File: src/rtl/csa_addsub_pipe.sv
// Two-stage pipelined carry-select add/subtract unit with valid/ready on both sides.
// Stage 1 resolves the low half and both carry hypotheses for the high half;
// stage 2 picks the high half with the registered low-half carry and drives the outputs.
module csa_addsub_pipe #(
    parameter int unsigned WIDTH = 4,
    parameter int unsigned CNT_W = 8
) (
    input  logic             clk,
    input  logic             rst,
    input  logic             in_valid,
    output logic             in_ready,
    input  logic [WIDTH-1:0] a,
    input  logic [WIDTH-1:0] b,
    input  logic             mode,
    output logic             out_valid,
    input  logic             out_ready,
    output logic [WIDTH-1:0] result,
    output logic             cout,
    output logic             ovf,
    output logic [CNT_W-1:0] done_cnt
);

    localparam int unsigned L = WIDTH / 2;

    // Stage 1 state
    logic         s1_valid;
    logic [L-1:0] s1_lo;
    logic         s1_c_mid;
    logic [L-1:0] s1_hi0;
    logic         s1_c_h0;
    logic [L-1:0] s1_hi1;
    logic         s1_c_h1;
    logic         s1_a_msb;
    logic         s1_beff_msb;

    // Operand prep and stage 1 arithmetic
    logic [WIDTH-1:0] b_eff;
    logic             cin;
    logic [L:0]       lo_sum;
    logic [L:0]       hi0_sum;
    logic [L:0]       hi1_sum;

    // Handshake
    logic s2_accept;
    logic in_fire;
    logic out_fire;

    // Stage 2 next values
    logic [L-1:0]     hi_sel;
    logic [WIDTH-1:0] result_d;
    logic             cout_d;
    logic             ovf_d;

    // Handshake decode; in_ready depends on out_ready but never on in_valid.
    always_comb begin
        s2_accept = !out_valid || out_ready;
        in_ready  = !s1_valid || s2_accept;
        in_fire   = in_valid && in_ready;
        out_fire  = out_valid && out_ready;
    end

    // Subtract as A + ~B + 1, then low block plus both high-block carry hypotheses.
    always_comb begin
        b_eff   = mode ? ~b : b;
        cin     = mode;
        lo_sum  = {1'b0, a[L-1:0]} + {1'b0, b_eff[L-1:0]} + {{L{1'b0}}, cin};
        hi0_sum = {1'b0, a[WIDTH-1:L]} + {1'b0, b_eff[WIDTH-1:L]};
        hi1_sum = {1'b0, a[WIDTH-1:L]} + {1'b0, b_eff[WIDTH-1:L]} + {{L{1'b0}}, 1'b1};
    end

    // Carry select on the registered low-block carry, plus signed overflow.
    always_comb begin
        hi_sel   = s1_c_mid ? s1_hi1 : s1_hi0;
        result_d = {hi_sel, s1_lo};
        cout_d   = s1_c_mid ? s1_c_h1 : s1_c_h0;
        ovf_d    = (s1_a_msb == s1_beff_msb) && (hi_sel[L-1] != s1_a_msb);
    end

    // Stage 1 register: capture on input handshake, drain when stage 2 takes it.
    always_ff @(posedge clk or posedge rst) begin
        if (rst) begin
            s1_valid    <= 1'b0;
            s1_lo       <= '0;
            s1_c_mid    <= 1'b0;
            s1_hi0      <= '0;
            s1_c_h0     <= 1'b0;
            s1_hi1      <= '0;
            s1_c_h1     <= 1'b0;
            s1_a_msb    <= 1'b0;
            s1_beff_msb <= 1'b0;
        end else if (in_fire) begin
            s1_valid    <= 1'b1;
            s1_lo       <= lo_sum[L-1:0];
            s1_c_mid    <= lo_sum[L];
            s1_hi0      <= hi0_sum[L-1:0];
            s1_c_h0     <= hi0_sum[L];
            s1_hi1      <= hi1_sum[L-1:0];
            s1_c_h1     <= hi1_sum[L];
            s1_a_msb    <= a[WIDTH-1];
            s1_beff_msb <= b_eff[WIDTH-1];
        end else if (s2_accept) begin
            s1_valid <= 1'b0;
        end
    end

    // Stage 2 register: load when the output slot is free or being emptied, else hold.
    always_ff @(posedge clk or posedge rst) begin
        if (rst) begin
            out_valid <= 1'b0;
            result    <= '0;
            cout      <= 1'b0;
            ovf       <= 1'b0;
        end else if (s2_accept) begin
            out_valid <= s1_valid;
            // Only move real data so the outputs stay quiet across bubbles.
            if (s1_valid) begin
                result <= result_d;
                cout   <= cout_d;
                ovf    <= ovf_d;
            end
        end
    end

    // Completed-result counter, wraps naturally.
    always_ff @(posedge clk or posedge rst) begin
        if (rst) begin
            done_cnt <= '0;
        end else if (out_fire) begin
            done_cnt <= done_cnt + CNT_W'(1);
        end
    end

endmodule
File: config.mk
export PLATFORM = sky130hd
export DESIGN_NAME = csa_addsub_pipe
export DESIGN_NICKNAME = d
export VERILOG_FILES = /design/src/rtl/csa_addsub_pipe.sv
export SDC_FILE = /design/constraint.sdc
export NUM_CORES = 1
export LEC_CHECK = 0
export ABC_AREA = 1
export CORE_MARGIN = 2
export CORE_UTILIZATION = 52
export DETAILED_ROUTE_END_ITERATION = 16
export PLACE_DENSITY = 0.82
export SYNTH_ARGS = -nofsm -noshare
export SYNTH_HDL_FRONTEND = slang
export SYNTH_SLANG_ARGS = --single-unit
File: constraint.sdc
create_clock -name clk -period 1.67 [get_ports clk]
set_clock_uncertainty 0.05 [all_clocks]
set_input_delay 0.334 -clock clk [delete_from_list [all_inputs] [get_ports clk]]
set_output_delay 0.334 -clock clk [all_outputs]
set_load 0.02 [all_outputs]
Yosys cells after proc, flatten, opt, wreduce, memory -nomap -nowiden
Cells that the tools add are included.
{ "classes": {"div": 0, "mux": 5, "n_addsub": 5, "bitwise_logic": 1, "n_lt_le_gt_ge": 0, "shift": 0, "n_eq_ne": 2, "n_mul": 0, "reduce_logical": 9} }
{ "ops": {"columns": ["operator", "count"], "rows": [
  ["8-bit by 1-bit adder with 8-bit output, second input constant", 1],
  ["2-bit by 2-bit adder with 3-bit output", 2],
  ["4-bit 2-to-1 mux", 1],
  ["4-bit inverter", 1],
  ["3-bit by 1-bit adder with 3-bit output", 1],
  ["3-bit by 1-bit adder with 3-bit output, second input constant", 1],
  ["1-bit logical AND", 3],
  ["1-bit 2-to-1 mux", 3],
  ["1-bit zero test", 2],
  ["1-bit logical OR", 2],
  ["2-bit 2-to-1 mux", 1],
  ["2-bit AND reduction", 1],
  ["2-bit nonzero test", 1],
  ["1-bit == test", 1],
  ["1-bit inequality test", 1]
]} }
{ "word_totals": {"in_bits": 13, "latch_bits": 0, "ramBits": 0, "out_inout_bits": 16, "mem_count": 0, "wordCells": 36, "ff_bits": 27, "rom_bits": 0} }

Longest topological paths before layout
Gate-level depths: netlist of run 1.
{ "depth": {"ltp_word": 5, "ltp_mapped": 7, "ltp_nobuf": 7} }

Least setup slack after synthesis of run 1
OpenSTA, ideal clock, no wires.
{ "synth_timing": {"path_kind": "input to register", "start": "in mode", "end": "reg s1_c_h1", "cell_stages": 6, "setup_slack_ns": -0.011, "required_time_ns": 1.537, "arrival_time_ns": 1.549, "setup_ns": 0.083, "cell_sequence": "xor2_1 -> ha_1 -> fa_1 -> ha_1 -> xnor2_1 -> o21ai_0"} }
{ "synth_via": {"elab_chain_cells": 3} }
{ "synth_lines": {"columns": ["element", "line_no", "text"], "rows": [
  ["start, declared", "14", "input logic mode,"],
  ["4-bit 2-to-1 mux", "64", "b_eff = mode ? ~b : b;"],
  ["2-bit by 2-bit adder with 3-bit output", null, null],
  ["net hi0_sum[1]", "40", "logic [L:0] hi0_sum;"],
  ["3-bit by 1-bit adder with 3-bit output", "68", "hi1_sum = {1'b0, a[WIDTH-1:L]} + {1'b0, b_eff[WIDTH-1:L]} + {{L{1'b0}}, 1'b1};"],
  ["end signal, assigned", "98", "s1_c_h1 <= hi1_sum[L];"],
  ["end, declared", "32", "logic s1_c_h1;"]
]} }
The timed path passes the listed nets, and every way through them passes these cells.
A chain may end at the register's enable or synchronous reset.

Final worst setup path of run 1
Same ends and word-level chain as after synthesis.

==> metrics.txt, run 1 <==
initial antenna violation count=0; Routed met2 length=1.300 mm; largest net degree at the start of global routing=28; IO Pins=29; share of post-route cells with drive strength above 1=0.1774; Num CTS Buffers=3; vias per inst=4.833; first-pass detailed-route iteration total=4; clk buf depth=2; cell count after synthesis=144; ratio of final minimum period to clock period=0.9608; Setup CP Type=input pin to flop; RSZ-0062 raised after global routing=false; Pins Over Slew Limit=0; Yosys reg bits=27; reg-to-reg endpoint=s1_hi0[0]$_DFFE_PP0P_; DP HPWL=1.888 mm; nets@finish=205; Die H=54.22 um; PortBufs=28; first-pass GRT wire length=4.043 mm; design area=0.001718 mm2; commonest non-fill, non-tap cell in the layout=nand2_1; startpoint types=input pin; Residual DRC=0; DR vias=1,044; Overall Global Routing Usage=0.1877; cts hold-fix bufs=0; routed length on met3=79 um; clk_lat worst skew=0.31 ns; Worst EP required=1.84 ns; Horiz. Die Dim=54.22 um; final-report hold violation count=0; Static Leak=0.9094 nW; final setup vio count=0; status=complete, no violations; flop2flop setup slack=0.46 ns; area of the core=0.002432 mm2; clock transition at the registers of the reported paths=0.14 ns; Synth Area per Inst=9.106 um2; Avg WL per Cell=11.06 um; CTS tree=done; min cycle time layout=1.605 ns; vias in the first global route=1,006; GR Overflow Total=0; Worst EP arrival=1.77 ns; crit end category=flop; met1 WL=1.001 mm; Total Wirelength=2.390 mm; synth-to-layout area growth=31.01%; Worst R2R Start=out_valid$_DFFE_PP0P_; top routing layer in use=met4; syn nets=162; maximum fanout along the worst path=3; Max VDD drop=0.0006424 V; Yosys cell types=23; Placer Congestion=0.7569; placed inst area=0.001673 mm2; clk sinks=27; PD cells=1278 mW/mm2; Initial Util=0.5391; most frequent cells in the layout=nand2_1 (57), dfrtp_1 (27), inv_1 (17); Final ANT Viol Nets=0; site row count=18; Worst Tran Pin Value=0.3231 ns; Die Footprint=0.002939 mm2; H-tree levels=1; register area share after synthesis=0.5153; HP Class=input pin to asynchronous set/reset pin; ANT cells=0; Worst R2R Path Depth=6; FMAX=623.2 MHz; Max-slew headroom=0.7846; Root Driver=clkbuf_4; 1st-iter DRT viols=12; Max-Cap Viols=0; fin util=0.7063; Yosys warnings=0; Syn Std Cell Area=0.001311 mm2
-- cells by family after synthesis --
| logic type | count (synthesis) | share of synthesized area |
|---|---|---|
| muxes | 2 | 0.01717 |
| AOI/OAI and AO/OA | 10 | 0.05343 |
| and+or+nand+nor | 71 | 0.2290 |
| xor gates and xnor gates | 9 | 0.06011 |
| adders and majority gates | 5 | 0.05916 |
| buffers and inverters | 20 | 0.06584 |
| DFF | 27 | 0.5153 |
-- area by class of cell --
type	count	area [um2]
fillers	207	714.4
flip-flops and latches	27	675.6
multi-input cells	97	561.8
repair buffers	40	349.1
inverters	18	67.56
well taps	30	37.54
clock buffers	4	26.28
-- cells in the mapped netlist --
master	count	share of area
nor2_2	1	0.0048
nand2_2	2	0.0095
buf_4	1	0.0057
xor2_1	5	0.033
nand3_2	1	0.0076
ha_1	3	0.029
buf_6	1	0.0086
dfrtp_1	27	0.52
o211ai_1	2	0.011
or2_2	1	0.0048
mux2_2	2	0.017
o21ai_1	2	0.0076
nand3_1	6	0.023
o21ai_2	4	0.027
o21ai_0	2	0.0076
nand4_1	1	0.0048
nand2_1	57	0.16
inv_1	17	0.049
nor2_4	1	0.0086
xnor2_1	4	0.027
inv_2	1	0.0029
fa_1	2	0.031
nor2_1	1	0.0029
-- timing repair --
item / CTS / global route
buffers inserted: 4 / 0
pin swaps: 6 / 1
setup endpoints to repair: 17 / 4
resized for setup: 26 / 2
-- routing by layer --
metal,vias up,global-route usage
met1,495,0.2278
met2,21,0.3474
met5,-,0
li1,526,-
met4,0,0.05000
met3,2,0.02459
-- state kept, by name, indices dropped and copies added (netlist names), 2 cells and up --
signal,count
done_cnt,8
s1_hi1,2
result,4
s1_hi0,2
s1_lo,2
-- worst max-delay path by stage --
stage                          startpoint                     to  slack (ns)
floorplan                            mode  s1_hi1[1]$_DFFE_PP0P_      -0.009
global placement                     mode  s1_hi1[1]$_DFFE_PP0P_       -0.52
detailed placement                   mode  s1_hi1[1]$_DFFE_PP0P_       -0.58
CTS                 result[1]$_DFFE_PP0P_              result[1]       0.005
global route                         mode    s1_c_h1$_DFFE_PP0P_        0.01
finish                               mode    s1_c_h1$_DFFE_PP0P_        0.07
-- worst max-delay path: stages --
cell and delay [ns]:
clkdlybuf4s15_2 0.22, xor2_1 0.18, ha_2 0.20, fa_1 0.43, ha_2 0.19, xnor2_1 0.14, o21ai_1 0.08
-- metrics by stage --
step / setup WS (ns) / TNS [ns] / instances / hold slack [ns] / total power, mW
finish: 0.06543 / 0 / 216 / 0.3141 / 2.196
global placement: -0.5191 / -2.274 / 208 / 0.4126 / 1.986
CTS: 0.005325 / 0 / 216 / 0.3183 / 2.220
global route: 0.01074 / 0 / 216 / 0.3451 / 2.361
detailed placement: -0.5809 / -2.651 / 208 / 0.4141 / 2.033
floorplan: -0.009274 / -0.01029 / 144 / 0.3367 / 1.592
-- power by group --
part / internal [mW] / switching, mW / leakage (nW)
clock: 0.0931 / 0.175 / 0.0150
combinational: 0.387 / 0.532 / 0.574
sequential: 0.855 / 0.155 / 0.321
total: 1.33 / 0.861 / 0.909
Power figures use the tool's default switching activity.
==> run 2: changes to the inputs <==
--- a/config.mk
+++ b/config.mk
@@ -6,10 +6,12 @@
 export NUM_CORES = 1
 export LEC_CHECK = 0
 export ABC_AREA = 1
+export CAP_MARGIN = 15
 export CORE_MARGIN = 2
-export CORE_UTILIZATION = 52
+export CORE_UTILIZATION = 51
+export CTS_BUF_LIST = sky130_fd_sc_hd__clkbuf_8
 export DETAILED_ROUTE_END_ITERATION = 16
-export PLACE_DENSITY = 0.82
+export PLACE_DENSITY = 0.81
 export SYNTH_ARGS = -nofsm -noshare
 export SYNTH_HDL_FRONTEND = slang
 export SYNTH_SLANG_ARGS = --single-unit
==> constraint.sdc (replaced) <==
create_clock -name clk -period 1.52 [get_ports clk]
set_clock_uncertainty 0.05 [all_clocks]
set_input_delay 0.304 -clock clk [delete_from_list [all_inputs] [get_ports clk]]
set_output_delay 0.304 -clock clk [all_outputs]
set_load 0.02 [all_outputs]
==> run 2 against run 1 <==
  * The flow now finishes with violations (setup timing)
  * Total power increased by 17%
  * Sequential power increased by 9.9%
  * Utilization increased by 1.3 points
  * First-iteration DRC count increased by 83%
  * Die area increased by 1.8%
  * Register-to-register slack got worse by 0.18 ns
  * Design area increased by 2.8%
  * Cell count decreased by 0.46%
  * Critical endpoint unchanged
  * Largest cell class unchanged
==> metrics.txt, run 2 (synthesis gave the netlist of run 1 again) <==
1st-iter DRT viols=22 (+10); nets@finish=204 (-0.49%); clk sinks=27 (unchanged); ANT cells=0 (unchanged); Setup CP Type=input pin to flop; ratio of final minimum period to clock period=1.010; HP Class=input pin to flop; commonest non-fill, non-tap cell in the layout=nand2_1; site row count=18 (unchanged); DP HPWL=1.953 mm (+3.4%); Overall Global Routing Usage=0.1923 (+0.004602); flop2flop setup slack=0.28 ns (-0.18 ns); crit end category=flop; Non-Filler Instances=215 (-0.46%); area of the multi-input gates=593.1 um2 (+5.6%); Sum Neg Setup Slack=-0.01527 ns (-0.01527 ns); Die Footprint=0.002993 mm2 (+1.8%); Total Wirelength=2.542 mm (+6.4%); Initial Util=0.5341 (-0.004946); Worst EP required=1.63 ns (-0.21 ns); min cycle time layout=1.535 ns; Static Leak=0.9282 nW (+2.1%); Residual DRC=0 (unchanged); placed cells=210 (+0.96%); status=finished with violations; dpl ws=-0.7620 ns (-0.1811 ns); Worst Hold Endpoint=s1_a_msb$_DFFE_PP0P_; Placer Congestion=0.7344 (-3.0%); Max VDD drop=0.0008962 V (+40%); most frequent cells in the layout=nand2_1 (57), dfrtp_1 (27), inv_1 (17), dlygate4sd2_1 (17), buf_4 (11); maximum fanout along the worst path=2 (-1); startpoint types=input pin; share of post-route cells with drive strength above 1=0.2000 (+0.02258); clock transition at the registers of the reported paths=0.09 ns (-0.05 ns); PortBufs=28 (unchanged); Max-slew headroom=0.7791 (-0.005540); DR vias=1,071 (+2.6%); Largest regs=done_cnt: 8 flops, result: 4 flops; Worst Tran Pin Value=0.3314 ns (+0.008310 ns); area of the core=0.002455 mm2 (+0.93%); Filler cells=192 (-7.2%); reg-to-reg endpoint=done_cnt[1]$_DFFE_PP0P_; failing checks=setup timing; clk_lat worst skew=0.27 ns (-0.04 ns); Worst R2R Start=out_valid$_DFFE_PP0P_; Worst R2R Path Depth=3 (-3); PD cells=1454 mW/mm2 (+14%); vias in the first global route=975 (-3.1%); synth-to-layout area growth=34.64%; FMAX=651.4 MHz; first-pass GRT wire length=4.057 mm (+0.35%); Die H=54.71 um (+0.90%); CTS tree=done; Num CTS Buffers=3 (unchanged); final-report hold violation count=0 (unchanged); final setup vio count=1 (+1); Top reg by flops=done_cnt; RSZ-0062 raised after global routing=true; GR Overflow Total=0 (unchanged); Max-Cap Viols=0 (unchanged); largest net degree at the start of global routing=28 (unchanged); Pins Over Slew Limit=0 (unchanged); Avg WL per Cell=11.82 um (+6.9%); initial antenna violation count=0 (unchanged); Final ANT Viol Nets=0 (unchanged); Storage cell area=675.6 um2 (unchanged); max FFs per register=8 (unchanged); Worst EP arrival=1.65 ns (-0.12 ns); cts hold-fix bufs=0 (unchanged); worst hold start=a[3]; Final WS setup=-0.01527 ns (-0.08071 ns); clk buf depth=2 (unchanged); IO Pins=29 (unchanged); Root Driver=clkbuf_8; first-pass detailed-route iteration total=4 (unchanged); vias per inst=4.981 (+3.1%); H-tree levels=1 (unchanged); Horiz. Die Dim=54.71 um (+0.90%); worst hold path depth=3
run 2: metrics by stage:
stage | total power [mW] | instance area [um2] | util | hold WS (ns)
3_3_place_gp | 2.200 | 1690 | 0.6886 | 0.4066
4_1_cts | 2.564 | 1748 | 0.7120 | 0.2956
5_1_grt | 2.743 | 1765 | 0.7192 | 0.3223
2_1_floorplan | 1.749 | 1316 | - | 0.3067
3_5_place_dp | 2.263 | 1690 | 0.6886 | 0.4171
6_report | 2.567 | 1765 | 0.7192 | 0.2855
run 2: per-layer routing:
layer,global-route usage,vias to the layer above,part of all wire
li1,-,525,-
met3,0.01913,2,0.055
met1,0.2098,504,0.40
met5,0,-,0
met4,0.07500,0,0.011
met2,0.3730,40,0.54
run 2: layout make-up:
| class | count | area share |
|---|---|---|
| Clock buffer | 3 | 0.02339 |
| Clock inverter | 1 | 0.002835 |
| Inverter | 18 | 0.03827 |
| Multi-Input combinational cell | 97 | 0.3359 |
| Sequential cell | 27 | 0.3827 |
| Tap cell | 30 | 0.02126 |
| Timing Repair Buffer | 39 | 0.1956 |
run 2: worst max-delay path by stage:
stage / startpoint / endpoint / slack [ns] / cells after the start
2_1_floorplan: mode / s1_hi1[1]$_DFFE_PP0P_ / -0.11 / 6
3_3_place_gp: mode / s1_c_h1$_DFFE_PP0P_ / -0.65 / 7
3_5_place_dp: mode / s1_c_h1$_DFFE_PP0P_ / -0.76 / 7
4_1_cts: b[2] / s1_c_h1$_DFFE_PP0P_ / -0.05 / 7
5_1_grt: b[2] / s1_c_h1$_DFFE_PP0P_ / -0.04 / 7
6_report: b[2] / s1_c_h1$_DFFE_PP0P_ / -0.02 / 7
run 2: worst max-delay path, stage by stage:
cell and delay [ns]:
buf_6 0.10, xor2_2 0.16, ha_2 0.18, fa_2 0.57, ha_4 0.14, xnor2_2 0.10
o21ai_1 0.08
run 2: repair_timing:
action                                  CTS  global route
endpoints found under the setup margin   22             2
buffers inserted                          0             1
gates resized for setup                  39             4
pin swaps                                 6             4
run 2: report_power, final:
part           leakage, nW  switching (mW)  internal [mW]
clock network       0.0255           0.217          0.184
logic                0.582           0.613          0.447
registers            0.321           0.166          0.941
total                0.928           0.996           1.57
==> run 3: changes to the inputs <==
--- a/config.mk
+++ b/config.mk
@@ -12,6 +12,7 @@
 export CTS_BUF_LIST = sky130_fd_sc_hd__clkbuf_8
 export DETAILED_ROUTE_END_ITERATION = 16
 export PLACE_DENSITY = 0.81
+export RECOVER_POWER = 100
 export SYNTH_ARGS = -nofsm -noshare
 export SYNTH_HDL_FRONTEND = slang
 export SYNTH_SLANG_ARGS = --single-unit
==> run 3 against run 2 <==
  * The flow still finishes with violations (setup timing)
  * Combinational power hardly changed
  * Total power is 1.3% lower
  * Clock power hardly changed
  * Critical endpoint unchanged
  * Largest power group unchanged
==> metrics.txt, run 3 (synthesis gave the netlist of run 1 again) <==
status=finished with violations; failing checks=setup timing; Worst EP required=1.63 ns (about the same); Avg WL per Cell=11.87 um (+0.39%); Worst EP arrival=1.65 ns (about the same); Max-slew headroom=0.5725 (-0.2066); Combinational Power Share=0.405 (-0.008); commonest non-fill, non-tap cell in the layout=nand2_1; Num CTS Buffers=3 (unchanged); Power, Total=2.533 mW (-1.3%); clock transition at the registers of the reported paths=0.09 ns (about the same); Final ANT Viol Nets=0 (unchanged); clk sinks=27 (unchanged); max FFs per register=8 (unchanged); RSZ-0062 raised after global routing=true; DP HPWL=1.953 mm (unchanged); Largest regs=done_cnt: 8 flops, result: 4 flops; dpl ws=-0.7620 ns (unchanged); Setup CP Type=input pin to flop; startpoint types=input pin; PortBufs=28 (unchanged); area of the multi-input gates=570.5 um2 (-3.8%); Die Footprint=0.002993 mm2 (unchanged); PD cells=1462 mW/mm2 (+0.50%); clk_lat worst skew=0.27 ns (about the same); largest net degree at the start of global routing=28 (unchanged); Top reg by flops=done_cnt; Clk pwr share=0.159 (+0.003); final setup vio count=1 (unchanged); Overall Global Routing Usage=0.1923 (unchanged); Total Wirelength=2.552 mm (+0.39%); Residual DRC=0 (unchanged); share of post-route cells with drive strength above 1=0.1568 (-0.04324); HP Class=input pin to flop; Static Leak=0.9176 nW (-1.1%); ratio of final minimum period to clock period=1.011 (about the same); Root Driver=clkbuf_8; first-pass detailed-route iteration total=4 (unchanged); IO Pins=29 (unchanged); Pins Over Slew Limit=0 (unchanged); Initial Util=0.5341 (unchanged); CTS tree=done; design area=0.001733 mm2 (-1.8%); nets@finish=204 (unchanged); vias per inst=4.972 (-0.19%); Die H=54.71 um (unchanged); first-pass GRT wire length=4.057 mm (unchanged); initial antenna violation count=0 (unchanged); GR Overflow Total=0 (unchanged); Max-Cap Viols=0 (unchanged); Cell Int Power=1.554 mW (-1.1%); P_sw=0.9791 mW (-1.7%); min cycle time layout=1.536 ns (+0.001152 ns); Reg power frac=0.436 (+0.005); Filler cells=202 (+5.2%); Worst Tran Pin Value=0.6413 ns (+0.3099 ns); site row count=18 (unchanged); Storage cell area=675.6 um2 (unchanged); clk buf depth=2 (unchanged); H-tree levels=1 (unchanged); Final WS setup=-0.01642 ns (-0.001152 ns); cts hold-fix bufs=0 (unchanged); crit end category=flop; most frequent cells in the layout=nand2_1 (59), dfrtp_1 (27), inv_1 (17), dlygate4sd2_1 (17), buf_4 (7); Max VDD drop=0.0008964 V (about the same); final-report hold violation count=0 (unchanged); vias in the first global route=975 (unchanged); placed inst area=0.001690 mm2 (unchanged); FMAX=650.9 MHz (about the same); maximum fanout along the worst path=2 (unchanged); Horiz. Die Dim=54.71 um (unchanged); area of the core=0.002455 mm2 (unchanged); synth-to-layout area growth=32.16%; ANT cells=0 (unchanged); DR vias=1,069 (-0.19%); Placer Congestion=0.7344 (unchanged); 1st-iter DRT viols=22 (unchanged); sw frac=0.3866 (-0.001391)
-- run 3: cell types whose count changed in the layout (fill, tap and decap cells not counted), sizes merged --
cell,delta
buf,-4
clkbuf,+4
clkdlybuf4s50,-1
dlygate4sd3,+1
-- run 3: what timing repair did --
| item | in CTS | in global routing |
|---|---|---|
| setup buffers | 0 | 1 |
| pin swaps | 6 | 4 |
| gates resized for setup | 39 | 4 |
| setup endpoints to repair | 22 | 2 |
-- run 3: final timing paths --
check                                           start                       to  slack [ns]  cells after the start
max in group asynchronous                         rst  done_cnt[1]$_DFFE_PP0P_        0.43                      3
worst min-delay path                             a[3]     s1_a_msb$_DFFE_PP0P_        0.28                      3
worst max-delay path                             b[2]      s1_c_h1$_DFFE_PP0P_       -0.02                      7
worst min register to register        ovf$_DFFE_PP0P_          ovf$_DFFE_PP0P_        0.43                      2
worst max register to register  out_valid$_DFFE_PP0P_  done_cnt[7]$_DFFE_PP0P_        0.17                      6
min in group asynchronous                         rst  done_cnt[5]$_DFFE_PP0P_        0.57                      3
-- run 3: metal layers --
layer / share of wire / track usage / vias to the layer above
li1: - / - / 524
met1: 0.40 / 0.2098 / 499
met2: 0.53 / 0.3730 / 42
met3: 0.058 / 0.01913 / 4
met4: 0.016 / 0.07500 / 0
met5: 0 / 0 / -
-- run 3: worst max-delay path, stage by stage --
cell and delay (ns):
buf_6 0.10, xor2_2 0.16, ha_2 0.18, fa_2 0.57
ha_4 0.14, xnor2_2 0.10, o21ai_1 0.09
-- run 3: per-stage QoR --
stage               cells  setup TNS, ns  hold slack, ns    util
global route          215       -0.04073          0.3223  0.7059
floorplan             144        -0.2116          0.3067       -
global placement      210         -3.575          0.4066  0.6886
detailed placement    210         -4.119          0.4171  0.6886
CTS                   214       -0.06851          0.2956  0.7120
finish                215       -0.01642          0.2844  0.7059
-- run 3: cell type report --
type | instances | area share
Tap cell | 30 | 0.02166
Clock inverter | 1 | 0.002888
Inverter | 18 | 0.03899
Timing Repair Buffer | 39 | 0.1935
Multi-Input combinational cell | 97 | 0.3292
Sequential cell | 27 | 0.3899
Clock buffer | 3 | 0.02383
-- run 3: power by group through the flow --
stage	Sequential, mW	Clock [mW]	Combinational (mW)
2_1_floorplan	1.30	0	0.453
3_3_place_gp	1.11	0	1.09
3_5_place_dp	1.12	0	1.14
4_1_cts	1.10	0.402	1.06
5_1_grt	1.13	0.435	1.14
6_report	1.10	0.402	1.03
==> variant 1, RTL diff (settings of run 3) <==
Make the reset (`rst`) synchronous in 3 clocked blocks.
--- a/src/rtl/csa_addsub_pipe.sv
+++ b/src/rtl/csa_addsub_pipe.sv
@@ -79,3 +79,3 @@
     // Stage 1 register: capture on input handshake, drain when stage 2 takes it.
-    always_ff @(posedge clk or posedge rst) begin
+    always_ff @(posedge clk) begin
         if (rst) begin
@@ -106,3 +106,3 @@
     // Stage 2 register: load when the output slot is free or being emptied, else hold.
-    always_ff @(posedge clk or posedge rst) begin
+    always_ff @(posedge clk) begin
         if (rst) begin
@@ -124,3 +124,3 @@
     // Completed-result counter, wraps naturally.
-    always_ff @(posedge clk or posedge rst) begin
+    always_ff @(posedge clk) begin
         if (rst) begin
Formal check against the unedited RTL: differs if rst is asserted again (counterexample within 4 cycles, from zero or initial values and one cycle with rst high); with rst held inactive, the same outputs for 10 cycles.
==> variant 1 against run 3 <==
The run still ends with setup timing left; non-clock buffer count down 1; cell area fell by 1.7%; wire length is 6.9% higher; final cell count is 15% higher; area after synthesis is 3.2% lower; worst setup slack worse by 0.076 ns; sequential cell count stayed put.
Power is not compared: it rests on default switching activity, and its combinational part moved more than twofold at a synthesized area within 25%.
==> variant 1: results (changes against run 3) <==
| Metric | Value |
|---|---|
| Worst r2r path cells | 7 (+1) |
| Pre-CTS setup slack | -0.8296 ns (-0.06766 ns) |
| Crit path max fanout | 2 (unchanged) |
| DP HPWL | 2021 microns (+3.5%) |
| Placer Congestion | 0.7784 (+6.0%) |
| N_diodes | 0 (unchanged) |
| First-pass GRT wire length | 4450 microns (+9.7%) |
| Clock power frac | 0.267 |
| Setup Fix Bufs, Post-CTS | 0 (unchanged) |
| Max rail drop VDD | 0.6009 mV |
| Synth top cells by count | 40 x nor2_1, 38 x nand2_1, 27 x dfxtp_1, 21 x inv_1, 13 x o21ai_0 |
| Syn nets | 197 (+22%) |
| Most used DFF post-synth | dfxtp_1 |
| Post-synthesis sequential area ratio | 0.4260 (-0.08923) |
| Failing checks | setup timing |
| Largest cells by area after synthesis | dfxtp_1 43%, nor2_1 12%, nand2_1 11% |
| Total negative slack | -0.1944 ns (-0.1780 ns) |
| Share of cells above drive strength 1 | 0.1239 (-0.03290) |
| Outcome | finished with violations |
| Cell variety after synth | 21 (-8.7%) |
| Worst-Skew Late Latency | 0.27 ns (about the same) |
| DR vias | 1,246 (+17%) |
| Setup ws final | -0.09224 ns (-0.07581 ns) |
| Slew at the pin with the worst max-slew slack | 0.6197 ns (-0.02159 ns) |
| CTS buffer count | 3 (unchanged) |
| Wirelength, routed | 2728 microns (+6.9%) |
| Fraction of registers with async set/reset | 0 (-1.000) |
| Comb pwr share | 0.210 |
| Worst hold path depth | 4 (+1) |
| Biggest regs | done_cnt x8, result x4 |
| FF-to-FF setup slack | 0.20 ns (+0.03 ns) |
| I/O Buffers | 28 (unchanged) |
| Area after DPL | 1647 sq um (-2.6%) |
| Initial DRC Count | 17 (-23%) |
| Final setup viols | 3 (+2) |
| Switch Pwr | 406.6 uW |
| Nets | 237 (+16%) |
| Largest net degree at the start of global routing | 23 (-18%) |
| Min Hold Slack | 0.3506 ns (+0.06621 ns) |
| Total global-route track usage | 0.2067 (+0.01439) |
variant 1: through the flow:
step                      std cells  power, mW
after floorplan                 179     0.9614
after CTS                       248      1.458
after global placement          244      1.065
final                           248      1.491
after detailed placement        244      1.080
after global routing            248      1.569
variant 1: final timing paths:
check,start,to
worst min register to register,s1_hi1[0],s1_hi1[0]
worst max register to register,out_valid,s1_c_h1
worst min-delay path,mode,s1_beff_msb
worst max-delay path,b[2],s1_c_h1
variant 1: area by class of cell:
type                       count  area [sq um]
inverter                      23         86.33
timing repair buffer          38         331.6
clock inverter                 1         5.005
tap                           30         37.54
clock buffer                   3         41.29
fill                         216         706.9
sequential                    27         540.5
multi-input combinational    126         660.6
variant 1: critical path, stage by stage:
cell and delay (ns):
buf_6 0.09, xor2_2 0.16, ha_2 0.17, fa_2 0.57
ha_4 0.15, xnor2_2 0.10, nand2_1 0.07, nand2_1 0.06
nor2_1 0.05
variant 1: layer usage:
metal | GRT usage | part of all wire | vias to the layer above
li1 | - | - | 632
met1 | 0.2178 | 0.40 | 577
met2 | 0.4004 | 0.54 | 31
met3 | 0.03889 | 0.043 | 6
met4 | 0.07265 | 0.014 | 0
met5 | 0 | 0 | -
variant 1: cells by family after synthesis:
group | after synthesis | synth area share
buffers and inverters | 26 | 0.08382
AOI/OAI and AO/OA | 25 | 0.1026
and+or+nand+nor | 92 | 0.2988
adders and majority gates | 5 | 0.06115
DFF | 27 | 0.4260
xor gates and xnor gates | 4 | 0.02762
variant 1: timing repair:
item | CTS | global route
pin swaps | 8 | 8
endpoints found under the hold margin | 0 | 0
setup endpoints to repair | 23 | 4
gates resized for setup | 33 | 7
==> variant 2, RTL diff (config.mk and constraints of run 3) <==
Made on the original files. Set the parameter `CNT_W` to 6 (it was 8).
--- a/src/rtl/csa_addsub_pipe.sv
+++ b/src/rtl/csa_addsub_pipe.sv
@@ -5,3 +5,3 @@
     parameter int unsigned WIDTH = 4,
-    parameter int unsigned CNT_W = 8
+    parameter int unsigned CNT_W = 6
 ) (
Interface: changed (resized done_cnt); port bits go from 29 to 27. The function was not compared with the original's and may differ.
==> variant 2 against run 3 <==
The flow still finishes with violations (setup timing); area after synthesis down 8.1%; cell area down 8.0%; final cell count down 7.0%; worst hold slack better by 0.0015 ns; sequential share of layout area up 0.26 points; power down 8.9%; die area down 7.5%; wire length down 6.8%; sequential cell count down 2; fmax up 0.96%; worst setup slack better by 0.015 ns; first-iteration DRC count down 64%; critical path depth unchanged; non-clock buffer count down 4; critical path type unchanged; highest routed layer unchanged.
==> variant 2: results (changes against run 3) <==
| Metric | Value |
|---|---|
| Setup ws final | -0.001793 ns (+0.01463 ns) |
| Max rail drop VDD | 0.8209 mV (-8.4%) |
| Reg2reg end | s1_hi0[0] |
| Share of cells above drive strength 1 | 0.1686 (+0.01185) |
| Biggest regs | done_cnt x6, result x4 |
| First-pass GRT wire length | 4209 microns (+3.7%) |
| YS warnings | 0 (unchanged) |
| Largest net degree at the start of global routing | 26 (-7.1%) |
| Outcome | finished with violations |
| Failing checks | setup timing |
| Final setup viols | 1 (unchanged) |
| Switch Pwr | 878.8 uW (-10%) |
| I/O Buffers | 26 (-7.1%) |
| Comb. pwr | 907 uW (-12%) |
| DP HPWL | 1689 microns (-14%) |
| Initial DRC Count | 8 (-64%) |
| Resized cells post-CTS | 36 (-7.7%) |
| Total negative slack | -0.001793 ns (+0.01463 ns) |
| Area after DPL | 1546 sq um (-8.5%) |
| Leakage | 0.8559 nW (-6.7%) |
| Fillers | 187 (-7.4%) |
| Vias/cell | 4.870 (-2.1%) |
| Post-synthesis sequential area ratio | 0.5192 (+0.003944) |
| Wirelength, routed | 2378 microns (-6.8%) |
| Min Hold Slack | 0.2859 ns (+0.001491 ns) |
| Syn nets | 153 (-5.6%) |
| Worst r2r path cells | 6 (unchanged) |
| Setup Fix Bufs, Post-CTS | 1 (+1) |
| Largest cells by area after synthesis | dfrtp_1 52%, nand2_1 17%, inv_1 4.0% |
| Synth Area per Inst | 8.925 sq um (-2.0%) |
| Placer Congestion | 0.7571 (+3.1%) |
| Fraction of registers with async set/reset | 1.000 (unchanged) |
| Max_slew headroom | 0.5941 (+0.02162) |
| Cell variety after synth | 22 (-4.3%) |
| Synth top cells by count | 54 x nand2_1, 25 x dfrtp_1, 13 x inv_1, 5 x nor2_1 |
| Nets | 191 (-6.4%) |
| FF-to-FF setup slack | 0.28 ns (+0.11 ns) |
| Clock power frac | 0.168 (+0.009) |
| Crit path max fanout | 2 (unchanged) |
| Total global-route track usage | 0.2091 (+0.01683) |
| Hold crit path type | in -> reg |
| Clock transition at path regs | 0.08 ns |
| H-tree levels | 1 (unchanged) |
| Final Non-Filler Cells | 200 (-7.0%) |
| Vias in the first global route | 980 (+0.51%) |
variant 2: worst max-delay path, delay by kind of cell:
family	cells	cell delay (ns)
fa+ha+maj	3	0.89
xor+xnor	2	0.26
compound gates	1	0.07
buf+inv	1	0.09
variant 2: layer usage:
metal / part of all wire / vias to the layer above / track usage
met2: 0.52 / 29 / 0.3875
met5: 0 / - / 0
met1: 0.42 / 451 / 0.2412
met3: 0.041 / 6 / 0.01429
met4: 0.020 / 0 / 0.09829
li1: - / 488 / -
variant 2: worst max-delay path by stage:
stage	endpoint	cells after the start	start	slack, ns
detailed placement	s1_c_h1	7	mode	-0.76
global route	s1_c_h1	7	b[2]	-0.02
finish	s1_c_h1	7	b[2]	-0.002
global placement	s1_c_h1	7	mode	-0.63
floorplan	s1_hi1[1]	6	mode	-0.11
CTS	s1_c_h1	7	b[2]	-0.07
variant 2: layout make-up:
type	count	area (sq um)	area share
Sequential cell	25	625.6	0.3925
Clock inverter	1	3.754	0.002355
Tap cell	28	35.03	0.02198
Multi-Input combinational cell	93	530.5	0.3328
Timing Repair Buffer	35	301.5	0.1892
Inverter	15	56.30	0.03532
Clock buffer	3	41.29	0.02590
variant 2: metrics by stage:
stage                     power (mW)  worst slack, ns
after detailed placement       2.020          -0.7554
after global routing           2.459         -0.02294
final                          2.308        -0.001793
after CTS                      2.319         -0.06578
after global placement         1.966          -0.6316
after floorplan                1.580          -0.1063
variant 2: cell families after synthesis:
logic type | Yosys count | synth area share
AND/OR/NAND/NOR | 70 | 0.2399
flip-flops | 25 | 0.5192
buffers and inverters | 17 | 0.06231
AO/OA/AOI/OAI | 10 | 0.05400
XOR/XNOR | 7 | 0.05088
adder cells (fa/ha/maj) | 5 | 0.06439
multiplexers | 1 | 0.009345
